[config.mk]
export PLATFORM = sky130hd
export DESIGN_NAME = pc_fetch_unit
export DESIGN_NICKNAME = d
export VERILOG_FILES = /design/src/rtl/cpu_pkg.sv /design/src/rtl/pc_next_mux.sv /design/src/rtl/pc_fetch_unit.sv
export SDC_FILE = /design/constraint.sdc
export NUM_CORES = 1
export LEC_CHECK = 0
export ABC_AREA = 1
export BUFFER_PORTS_ARGS = -buffer_cell sky130_fd_sc_hd__buf_2
export CAP_MARGIN = 20
export CORE_AREA = 4 4 148 107
export DETAILED_ROUTE_END_ITERATION = 12
export DIE_AREA = 0 0 152 111
export PLACE_DENSITY = 0.87
export SLEW_MARGIN = 20
export SYNTH_ARGS = -nofsm -noshare
export SYNTH_HDL_FRONTEND = slang
export SYNTH_SLANG_ARGS = --single-unit
[constraint.sdc]
create_clock -name clk -period 3.29 [get_ports clk]
set_input_delay 0.329 -clock clk [delete_from_list [all_inputs] [get_ports clk]]
set_output_delay 0.329 -clock clk [all_outputs]
set_load 0.02 [all_outputs]
[src/rtl/cpu_pkg.sv]
// Shared definitions for the fetch stage: fetch state encoding, datapath
// widths and the branch displacement helper.
package cpu_pkg;

  localparam int XLEN        = 32;
  localparam int INSTR_BYTES = 4;

  typedef enum logic [1:0] {
    ST_RUN   = 2'd0,
    ST_HALT  = 2'd1,
    ST_FAULT = 2'd2
  } fetch_state_e;

  // Sign-extend a 16-bit word offset and convert it to a byte displacement.
  function automatic logic [XLEN-1:0] branch_disp(input logic [15:0] offset);
    return {{14{offset[15]}}, offset, 2'b00};
  endfunction

endpackage

[src/rtl/pc_next_mux.sv]
// Next-PC candidate selection. Redirect priority is jump_reg, jump, branch,
// then sequential; only the selected candidate is checked for alignment.
module pc_next_mux
  import cpu_pkg::*;
(
  input  logic [XLEN-1:0] address,
  input  logic            branch_taken,
  input  logic [15:0]     branch_offset,
  input  logic            jump,
  input  logic [25:0]     jump_target,
  input  logic            jump_reg,
  input  logic [XLEN-1:0] reg_target,
  output logic [XLEN-1:0] pc_plus4,
  output logic [XLEN-1:0] candidate,
  output logic            misaligned
);

  logic [XLEN-1:0] pc_plus4_s;
  logic [XLEN-1:0] candidate_s;

  // Pick the highest-priority redirect; all additions wrap at 32 bits.
  always_comb begin
    pc_plus4_s  = address + 32'd4;
    candidate_s = pc_plus4_s;
    if (jump_reg) begin
      candidate_s = reg_target;
    end else if (jump) begin
      candidate_s = {pc_plus4_s[31:28], jump_target, 2'b00};
    end else if (branch_taken) begin
      candidate_s = pc_plus4_s + branch_disp(branch_offset);
    end else begin
      candidate_s = pc_plus4_s;
    end
  end

  assign pc_plus4   = pc_plus4_s;
  assign candidate  = candidate_s;
  assign misaligned = (candidate_s[1:0] != 2'b00);

endmodule

[src/rtl/pc_fetch_unit.sv]
// Program counter and fetch sequencer: holds the PC, the RUN/HALT/FAULT
// state and a saturating count of PC advances.
module pc_fetch_unit
  import cpu_pkg::*;
#(
  parameter logic [31:0] RESET_PC = 32'd0,
  parameter int          COUNT_W  = 32
) (
  input  logic               clk,
  input  logic               startin,
  input  logic               stall,
  input  logic               halt_req,
  input  logic               branch_taken,
  input  logic [15:0]        branch_offset,
  input  logic               jump,
  input  logic [25:0]        jump_target,
  input  logic               jump_reg,
  input  logic [XLEN-1:0]    reg_target,
  output logic [XLEN-1:0]    address,
  output logic [XLEN-1:0]    pc_plus4,
  output logic               running,
  output logic               halted,
  output logic               misaligned_fault,
  output logic [COUNT_W-1:0] fetch_count
);

  localparam logic [COUNT_W-1:0] COUNT_ONE = COUNT_W'(1);
  localparam logic [COUNT_W-1:0] COUNT_MAX = {COUNT_W{1'b1}};

  fetch_state_e     state_r, state_nxt_s;
  logic [XLEN-1:0]  address_r, address_nxt_s;
  logic [COUNT_W-1:0] count_r, count_nxt_s;
  logic [XLEN-1:0]  candidate_s;
  logic             misaligned_s;

  pc_next_mux u_next (
    .address       (address_r),
    .branch_taken  (branch_taken),
    .branch_offset (branch_offset),
    .jump          (jump),
    .jump_target   (jump_target),
    .jump_reg      (jump_reg),
    .reg_target    (reg_target),
    .pc_plus4      (pc_plus4),
    .candidate     (candidate_s),
    .misaligned    (misaligned_s)
  );

  // Next-state, next-PC and counter update; stall outranks halt and redirects.
  always_comb begin
    state_nxt_s   = state_r;
    address_nxt_s = address_r;
    count_nxt_s   = count_r;
    case (state_r)
      ST_RUN: begin
        if (stall) begin
          state_nxt_s = ST_RUN;
        end else if (halt_req) begin
          state_nxt_s = ST_HALT;
        end else if (misaligned_s) begin
          state_nxt_s = ST_FAULT;
        end else begin
          address_nxt_s = candidate_s;
          if (count_r != COUNT_MAX) begin
            count_nxt_s = count_r + COUNT_ONE;
          end else begin
            count_nxt_s = count_r;
          end
        end
      end
      ST_HALT:  state_nxt_s = ST_HALT;
      ST_FAULT: state_nxt_s = ST_FAULT;
      // An unreachable encoding parks the stage in FAULT until restarted.
      default:  state_nxt_s = ST_FAULT;
    endcase
  end

  // State, PC and counter registers; startin overrides everything.
  always_ff @(posedge clk) begin
    if (startin) begin
      state_r   <= ST_RUN;
      address_r <= RESET_PC;
      count_r   <= {COUNT_W{1'b0}};
    end else begin
      state_r   <= state_nxt_s;
      address_r <= address_nxt_s;
      count_r   <= count_nxt_s;
    end
  end

  assign address          = address_r;
  assign fetch_count      = count_r;
  assign running          = (state_r == ST_RUN);
  assign halted           = (state_r == ST_HALT);
  assign misaligned_fault = (state_r == ST_FAULT);

endmodule
# After elaboration in Yosys (flattened, before gate mapping)
# Index checks and enable logic that the tools add are counted.
# classes
n_addsub	3
n_eq_ne	4
mux	7
bitwise_logic	3
n_reduce_logical	4
# op_table
op	count
$mux 32	3
$add 32x1->32 const B	1
$add 32x3->32 const B	1
$add 32x32->32	1
$ne 32x32->1 const B	1
$mux 2	3
$reduce_and 5->1	1
$ne 4x3->1 const B	1
$pmux 2 s2	1
$reduce_and 4->1	1
$not 1->1	3
$eq 2x1->1 const B	1
$eq 2x2->1 const B	1
$logic_not 2->1	1
$reduce_bool 2->1	1
# totals
register_bits	66
in_bits	81
output_inout_bits	99
elab_cells	24

# Longest topological paths before layout
# Gate-level depths: netlist of the first run.
# depth
depth_word	10
mapped_depth	24

# Cells and area by module
# From an unflattened synthesis of the first run, not the netlist that was laid out.
# unflattened
hier_cells	1254
hier_area_um2	7225.7
# modules_own_cells
mod	n_inst	cells_per_inst	area_each_um2	seq_area_each_um2
pc_next_mux	1	739	3763.6	0.0
pc_fetch_unit	1	515	3462.1	1321.3

# Worst setup path before layout of the first run
# No wires, ideal clock.
# synth_path
kind	flip-flop to flip-flop
from	register address_r[2], in the netlist address[2]
to	register address_r[15], in the netlist address[15]
setup_time_ns	0.112
arrival_time_ns	2.871
slack_ns	0.307
path_stages_with_launch	16
path_cell_list	dfxtp_1 > inv_1 > nor2_1 > nand3_1 > xnor2_1 > ha_1 > nand2_1 > inv_1 > a21oi_1 > nand3_1 > a21oi_1 > o21ai_0 > nand2_1 > nand2_1 > nand2_1 > nand2_1
# synth_via
elab_chain_cells	5
# synth_rtl
element	line_no	source
start: declaration	pc_fetch_unit.sv:31	logic [XLEN-1:0] address_r, address_nxt_s;
start signal: assignment	pc_fetch_unit.sv:86	address_r <= address_nxt_s;
$add 32x3->32	pc_next_mux.sv:23	pc_plus4_s = address + 32'd4;
named net pc_plus4[2]	pc_fetch_unit.sv:20	output logic [XLEN-1:0] pc_plus4,
$add 32x32->32	pc_next_mux.sv:30	candidate_s = pc_plus4_s + branch_disp(branch_offset);
$mux 32	pc_next_mux.sv:29	end else if (branch_taken) begin
$mux 32	pc_next_mux.sv:27	end else if (jump) begin
$mux 32	pc_next_mux.sv:25	if (jump_reg) begin
# The timed path passes the listed nets, and every way through them passes these cells.
# A chain may end at the register's enable or synchronous reset.

# Final worst setup path of the first run
# layout_path
from	register address_r[6], in the netlist address[6]
to	register address_r[29], in the netlist address[29]
# layout_via
elab_chain_cells	5
# layout_rtl
element	line_no
$add 32x3->32 *	pc_next_mux.sv:23
$add 32x32->32	pc_next_mux.sv:30
$mux 32	pc_next_mux.sv:29
$mux 32 *	pc_next_mux.sv:27
$mux 32 *	pc_next_mux.sv:25
# Every way passes the cells marked *; elsewhere a longest branch is shown, timed or not.

==> flow_metrics.py, run 1 <==
metrics = {
    "run_status": {
        "outcome": "finished clean",
    },
    "cts": {
        "cts_tree": "yes",
        "h-tree-depth": 3,
        "clk_latency_ns": 0.34,
        "cts-hold-fix-buffers": 0,
        "clockBufferDepth": 2,
        "cts-root-buf": "clkbuf_16",
        "numCtsBuffers": 9,
        "cts_num_sinks": 66,
        "path_clk_slew_ns": 0.06,
    },
    "setup_path": {
        "worstPathMaxFanout": 5,
        "crit_arrival_ns": 3.36,
        "endpoint_kind": "flip-flop",
        "startpoint_type": "flip-flop",
        "required_ns": 3.52,
        "critPathKind": "flip-flop to flip-flop",
    },
    "power_and_ir_drop": {
        "comb_power_share": 0.256,
        "p_clk_frac": 0.427,
        "pwr-share-seq": 0.317,
        "p_int_mw": 1.82,
        "swShare": 0.322,
        "p_leak_nw": 4.82,
        "p_per_area_nw_per_um2": 299,
        "ir_drop_mv": 0.261,
        "p_switching_mw": 0.861,
    },
    "finish": {
        "finalNetCount": 1605,
        "antenna_cells": 0,
        "final_layout_size_suffix_gt1_frac": 0.215,
        "n_fill_cell": 1427,
        "syn_to_final_growth_pct": 26.2,
    },
    "grt": {
        "grt_usage": 0.320,
        "grt_pass1_wl_um": 43600,
        "antenna_found_initial": 0,
        "grt_max_degree": 43,
        "overflow": 0,
        "grt_pass1_vias": 7986,
    },
    "sta": {
        "hold_viol": 0,
        "period_share": 0.951,
        "setup_viol": 0,
        "tightest_slew_ns": 0.699,
        "finalClockSkew_ns": 0.00487,
        "whs_ns": 0.224,
        "fin_crit_ns": 3.13,
        "drv_slew": 0,
        "setup_tns_ns": 0,
        "max-slew-margin-rel": 0.534,
        "max_freq_ghz": 0.320,
    },
    "routing": {
        "first_iter_violations": 1031,
        "finalWirelength_um": 28500,
        "ant_nets": 0,
        "routed_via_density": 5.42,
        "drt-wirelength-per-cell_um": 16.9,
        "vias": 9134,
        "drc": 0,
        "drt_pre_antenna_iters": 6,
    },
    "placement": {
        "place_congestion": 1.01,
        "io_buffers": 179,
        "hpwl_um": 22600,
    },
    "die": {
        "io_pins": 180,
        "dieArea_um2": 16900,
        "die_h_um": 111,
        "num_rows": 37,
        "coreArea_um2": 14400,
        "initial_core_util": 0.492,
        "die_width_um": 152,
    },
    "logic_synthesis": {
        "synthCells": 1286,
        "yosys.area.top_type": "nand2_1",
        "netlist_area_um2": 7100,
        "synthTopCellsByArea": "nand2_1 25%, dfxtp_1 19%, inv_1 9.4%",
        "yosysSeqAreaShare": 0.186,
        "synth.distinct_cells": 42,
        "yosysTopAreaCellShare": 0.251,
        "syn_area_per_cell_um2": 5.52,
        "yosysWarningCount": 0,
        "synth_seq_cells": 66,
        "synth_fp_nets": 1405,
    },
    "min_path": {
        "hp-class": "input port to flip-flop",
    },
    "job": {
        "cap_violations": 0,
    },
}
## final cells by class
cell class | count | area, um2 | area share
tap | 195 | 244 | 0.0272
multi-input combinational | 1009 | 5160 | 0.576
inverter | 182 | 686 | 0.0765
clock inverter | 6 | 113 | 0.0126
sequential | 66 | 1330 | 0.148
timing repair buffer | 218 | 1190 | 0.133
clock buffer | 10 | 239 | 0.0267
## flip-flops by register name, summed over array words and instances (netlist names)
signal	count
address	32
fetch_count	32
state_r	2
## per-layer routing
metal / global-route usage / vias to the layer above / part of all wire
li1: - / 4454 / -
met1: 0.490 / 4030 / 0.45
met2: 0.437 / 597 / 0.39
met3: 0.0769 / 53 / 0.14
met4: 0.0892 / 0 / 0.025
met5: 0 / - / 0
## repair_timing
action                                  CTS  global route
pin swaps                                 0             5
resized for setup                         5            58
setup buffers                             0             2
endpoints found under the setup margin   11            18
## final timing paths
check | startpoint | end | slack [ns] | cells past startpoint
setup / recovery | address[6] | address[29] | 0.16 | 20
setup reg to reg | address[6] | address[29] | 0.16 | 20
hold reg to reg | address[0] | address[0] | 0.49 | 2
hold / removal | reg_target[7] | address[7] | 0.22 | 3
## critical path, stage by stage (launching register included)
cell,delay [ns]
dfxtp_1,0.41
nand2_1,0.13
nor2_2,0.16
nand2_2,0.18
nor2_4,0.19
buf_4,0.16
nand3_1,0.08
nand2_1,0.14
inv_1,0.08
ha_1,0.35
nand2_1,0.13
nor2_1,0.23
nand2_1,0.12
nor3_1,0.16
nand2_1,0.14
nand2_1,0.10
nand2_1,0.05
nand3_1,0.07
nand2_1,0.05
nand2_1,0.05
nand2_1,0.04
## cells in the final DEF (no fill, tap or decap), types with 2 or more instances in the layout
cell type / count
o21ai_0: 35
nand3_1: 71
and3_1: 2
ha_2: 2
o21bai_1: 3
buf_2: 179
clkbuf_16: 9
o21ai_1: 2
xnor2_1: 11
nor2_4: 9
dfxtp_2: 3
nor2_1: 137
nand2_2: 14
inv_2: 5
ha_1: 32
buf_4: 39
nand2_1: 464
xor2_1: 25
nand4_1: 19
o221ai_1: 2
nor4_1: 3
nor3_4: 4
nor2_2: 29
xor2_2: 4
nor3_1: 15
o211ai_1: 5
nor3b_1: 4
inv_1: 176
o22ai_1: 7
nand3_2: 2
nand3b_1: 3
a21o_1: 6
a21oi_1: 78
a31oi_1: 3
dfxtp_1: 63
bufinv_16: 3
nor3_2: 4
ha_4: 3
or2_2: 2
## Yosys cell counts (all sizes together)
| master | n |
|---|---|
| a21o | 6 |
| a21oi | 79 |
| a31oi | 3 |
| and2 | 1 |
| and3 | 2 |
| buf | 13 |
| clkbuf | 16 |
| dfxtp | 66 |
| fa | 1 |
| ha | 37 |
| inv | 182 |
| nand2 | 478 |
| nand3 | 73 |
| nand3b | 3 |
| nand4 | 19 |
| nor2 | 176 |
| nor3 | 23 |
| nor3b | 5 |
| nor4 | 4 |
| o211ai | 5 |
| o21a | 1 |
| o21ai | 37 |
| o21bai | 3 |
| o221ai | 2 |
| o22ai | 7 |
| o31a | 1 |
| or2 | 2 |
| xnor2 | 12 |
| xor2 | 29 |
## power groups by stage
| stage | logic, mW | registers, mW | clock network (mW) |
|---|---|---|---|
| after floorplan | 0.385 | 0.879 | 0 |
| final | 0.687 | 0.848 | 1.14 |
| after global placement | 0.636 | 0.863 | 0 |
| after CTS | 0.644 | 0.846 | 1.15 |
| after global routing | 0.747 | 0.851 | 1.18 |
| after detailed placement | 0.640 | 0.863 | 0 |
## metrics by stage
step	area, um2	std cells	util	setup slack, ns	power, mW
5_1_grt	8960	1686	0.620	-0.0188	2.78
3_5_place_dp	8340	1668	0.578	-0.126	1.50
2_1_floorplan	7100	1286	-	0.307	1.26
4_1_cts	8710	1684	0.603	0.00796	2.64
3_3_place_gp	8340	1668	0.578	-0.201	1.50
6_report	8960	1686	0.620	0.161	2.68
## cells by family after synthesis
logic type,count (synthesis),synth area share
flops,66,0.186
simple gates,786,0.464
compound gates,144,0.110
fa+ha+maj,38,0.0680
buf+inv,211,0.121
xor+xnor,41,0.0506
Power figures use the tool's default switching activity.
==> run 2: changes to the inputs <==
--- a/config.mk
+++ b/config.mk
@@ -8,9 +8,9 @@
 export ABC_AREA = 1
 export BUFFER_PORTS_ARGS = -buffer_cell sky130_fd_sc_hd__buf_2
 export CAP_MARGIN = 20
-export CORE_AREA = 4 4 148 107
+export CORE_AREA = 2 2 146 105
 export DETAILED_ROUTE_END_ITERATION = 12
-export DIE_AREA = 0 0 152 111
+export DIE_AREA = 0 0 148 107
 export PLACE_DENSITY = 0.87
 export SLEW_MARGIN = 20
 export SYNTH_ARGS = -nofsm -noshare
==> run 2 against run 1 <==
  * Total power shrank 5.8%
  * Clock skew grew 0.00091 ns
  * First-iteration DRC count grew 0.87%
  * Critical path type unchanged
  * Critical endpoint is now address[22]
  * Highest routed layer is now met5
==> flow_metrics.py, run 2 (synthesized netlist as in run 1, its figures left out) <==
metrics = {
    "routing": {
        "ant_nets": 0,
        "drt-wirelength-per-cell_um": 16.6,
        "finalWirelength_um": 27800,
        "drc": 0,
        "routed_via_density": 5.47,
        "drt_pre_antenna_iters": 6,
        "vias": 9187,
        "first_iter_violations": 1040,
    },
    "power_and_ir_drop": {
        "p_per_area_nw_per_um2": 285,
        "ir_drop_mv": 0.245,
        "p_leak_nw": 4.73,
    },
    "sta": {
        "hold_viol": 0,
        "finalClockSkew_ns": 0.00577,
        "period_share": 0.963,
        "whs_ns": 0.236,
        "setup_viol": 0,
        "tightest_slew_ns": 0.707,
        "max_freq_ghz": 0.316,
        "drv_slew": 0,
        "fin_crit_ns": 3.17,
        "max-slew-margin-rel": 0.528,
    },
    "grt": {
        "antenna_found_initial": 1,
        "grt_max_degree": 43,
        "overflow": 0,
        "grt_pass1_wl_um": 42300,
        "grt_usage": 0.341,
        "grt_pass1_vias": 8046,
    },
    "placement": {
        "hpwl_um": 21900,
        "dpl.cell_count": 1660,
        "io_buffers": 179,
        "place_area_um2": 8280,
        "place_congestion": 1.06,
    },
    "die": {
        "dieArea_um2": 15800,
        "initial_core_util": 0.492,
        "coreArea_um2": 14400,
        "num_rows": 37,
        "die_h_um": 107,
        "die_width_um": 148,
        "io_pins": 180,
    },
    "setup_path": {
        "reg2regPathDepth": 20,
        "regToRegEndpoint": "address[22]",
        "endpoint": "address[22]",
        "startpoint_type": "flip-flop",
        "reg2reg_slack_ns": 0.12,
        "critPathKind": "flip-flop to flip-flop",
        "rr_startpoint": "address[7]",
        "crit_arrival_ns": 3.39,
        "worstPathMaxFanout": 4,
        "cp-startpoint": "address[7]",
        "required_ns": 3.51,
        "endpoint_kind": "flip-flop",
    },
    "cts": {
        "h-tree-depth": 3,
        "clk_latency_ns": 0.33,
        "path_clk_slew_ns": 0.06,
        "cts_tree": "yes",
        "cts-hold-fix-buffers": 0,
        "clockBufferDepth": 2,
        "numCtsBuffers": 9,
        "cts_num_sinks": 66,
        "cts-root-buf": "clkbuf_16",
    },
    "finish": {
        "n_fill_cell": 1432,
        "stdcell_count": 1678,
        "final_layout_size_suffix_gt1_frac": 0.217,
        "finalNetCount": 1597,
        "syn_to_final_growth_pct": 24.5,
        "antenna_cells": 0,
        "final_common_cell": "nand2_1",
        "final_area_um2": 8840,
        "final_core_util": 0.612,
        "layout_common_cells": "467 x nand2_1, 179 x buf_2, 177 x inv_1",
    },
    "job": {
        "cap_violations": 0,
    },
    "run_status": {
        "outcome": "finished clean",
    },
    "min_path": {
        "hp-class": "input port to flip-flop",
    },
}
==> run 2: cell count changes in the layout (fill, tap and decap cells not counted), sizes merged <==
cell / change
buf: -8
clkinvlp: +3
bufinv: -2
inv: -1
==> run 2: worst min-delay path by stage <==
stage / from / cells past startpoint / to
detailed placement: address[0] / 2 / address[0]
CTS: reg_target[7] / 3 / address[7]
finish: reg_target[7] / 3 / address[7]
global route: reg_target[7] / 3 / address[7]
global placement: address[1] / 2 / address[1]
floorplan: state_r[1] / 1 / state_r[0]
==> run 2: cell type report <==
type                       instances  area [um2]  share of cell area
clock buffer                      10         239              0.0270
clock inverter                     6        66.3             0.00750
inverter                         182         686              0.0776
multi-input combinational       1009        5150               0.582
sequential                        66        1330               0.150
tap                              195         244              0.0276
timing repair buffer             210        1130               0.128
==> run 2: power by group <==
group          switching (mW)  leakage [nW]  internal [mW]
Combinational           0.456          4.06          0.229
Clock                   0.381         0.141          0.607
Sequential             0.0277         0.537          0.820
Total                   0.865          4.73           1.66
==> run 2: critical path, stage by stage (launching register included) <==
cell and delay [ns]:
dfxtp_1 0.41, nand2_1 0.13, nor3_2 0.24, nand2_1 0.14, nor2_2 0.17, xor2_1 0.37
ha_1 0.36, nand2_1 0.17, inv_1 0.06, nand2_1 0.09, nand2_1 0.09, inv_1 0.08
nand2_1 0.06, nand2_1 0.13, nand3_1 0.10, nand2_1 0.07, nand3_1 0.06, nand2_1 0.12
nand2_1 0.06, nand2_1 0.08, nand2_1 0.05
==> run 2: timing repair <==
item                       4_1_cts  5_1_grt
pin swaps                        0        5
buffers inserted                 0        2
gates resized for setup          1       63
setup endpoints to repair        1       20
==> run 2: metal layers <==
| metal | global-route usage | part of all wire |
|---|---|---|
| met1 | 0.496 | 0.43 |
| met2 | 0.479 | 0.39 |
| met3 | 0.112 | 0.15 |
| met4 | 0.0898 | 0.029 |
| met5 | 0 | 0.00025 |
==> run 2: metrics by stage <==
step | setup TNS [ns] | setup WS [ns] | total power, mW
2_1_floorplan | 0 | 0.307 | 1.26
3_3_place_gp | -0.251 | -0.0823 | 1.49
3_5_place_dp | 0 | 0.0238 | 1.50
4_1_cts | 0 | 0.00402 | 2.47
5_1_grt | -0.0210 | -0.0173 | 2.62
6_report | 0 | 0.123 | 2.52
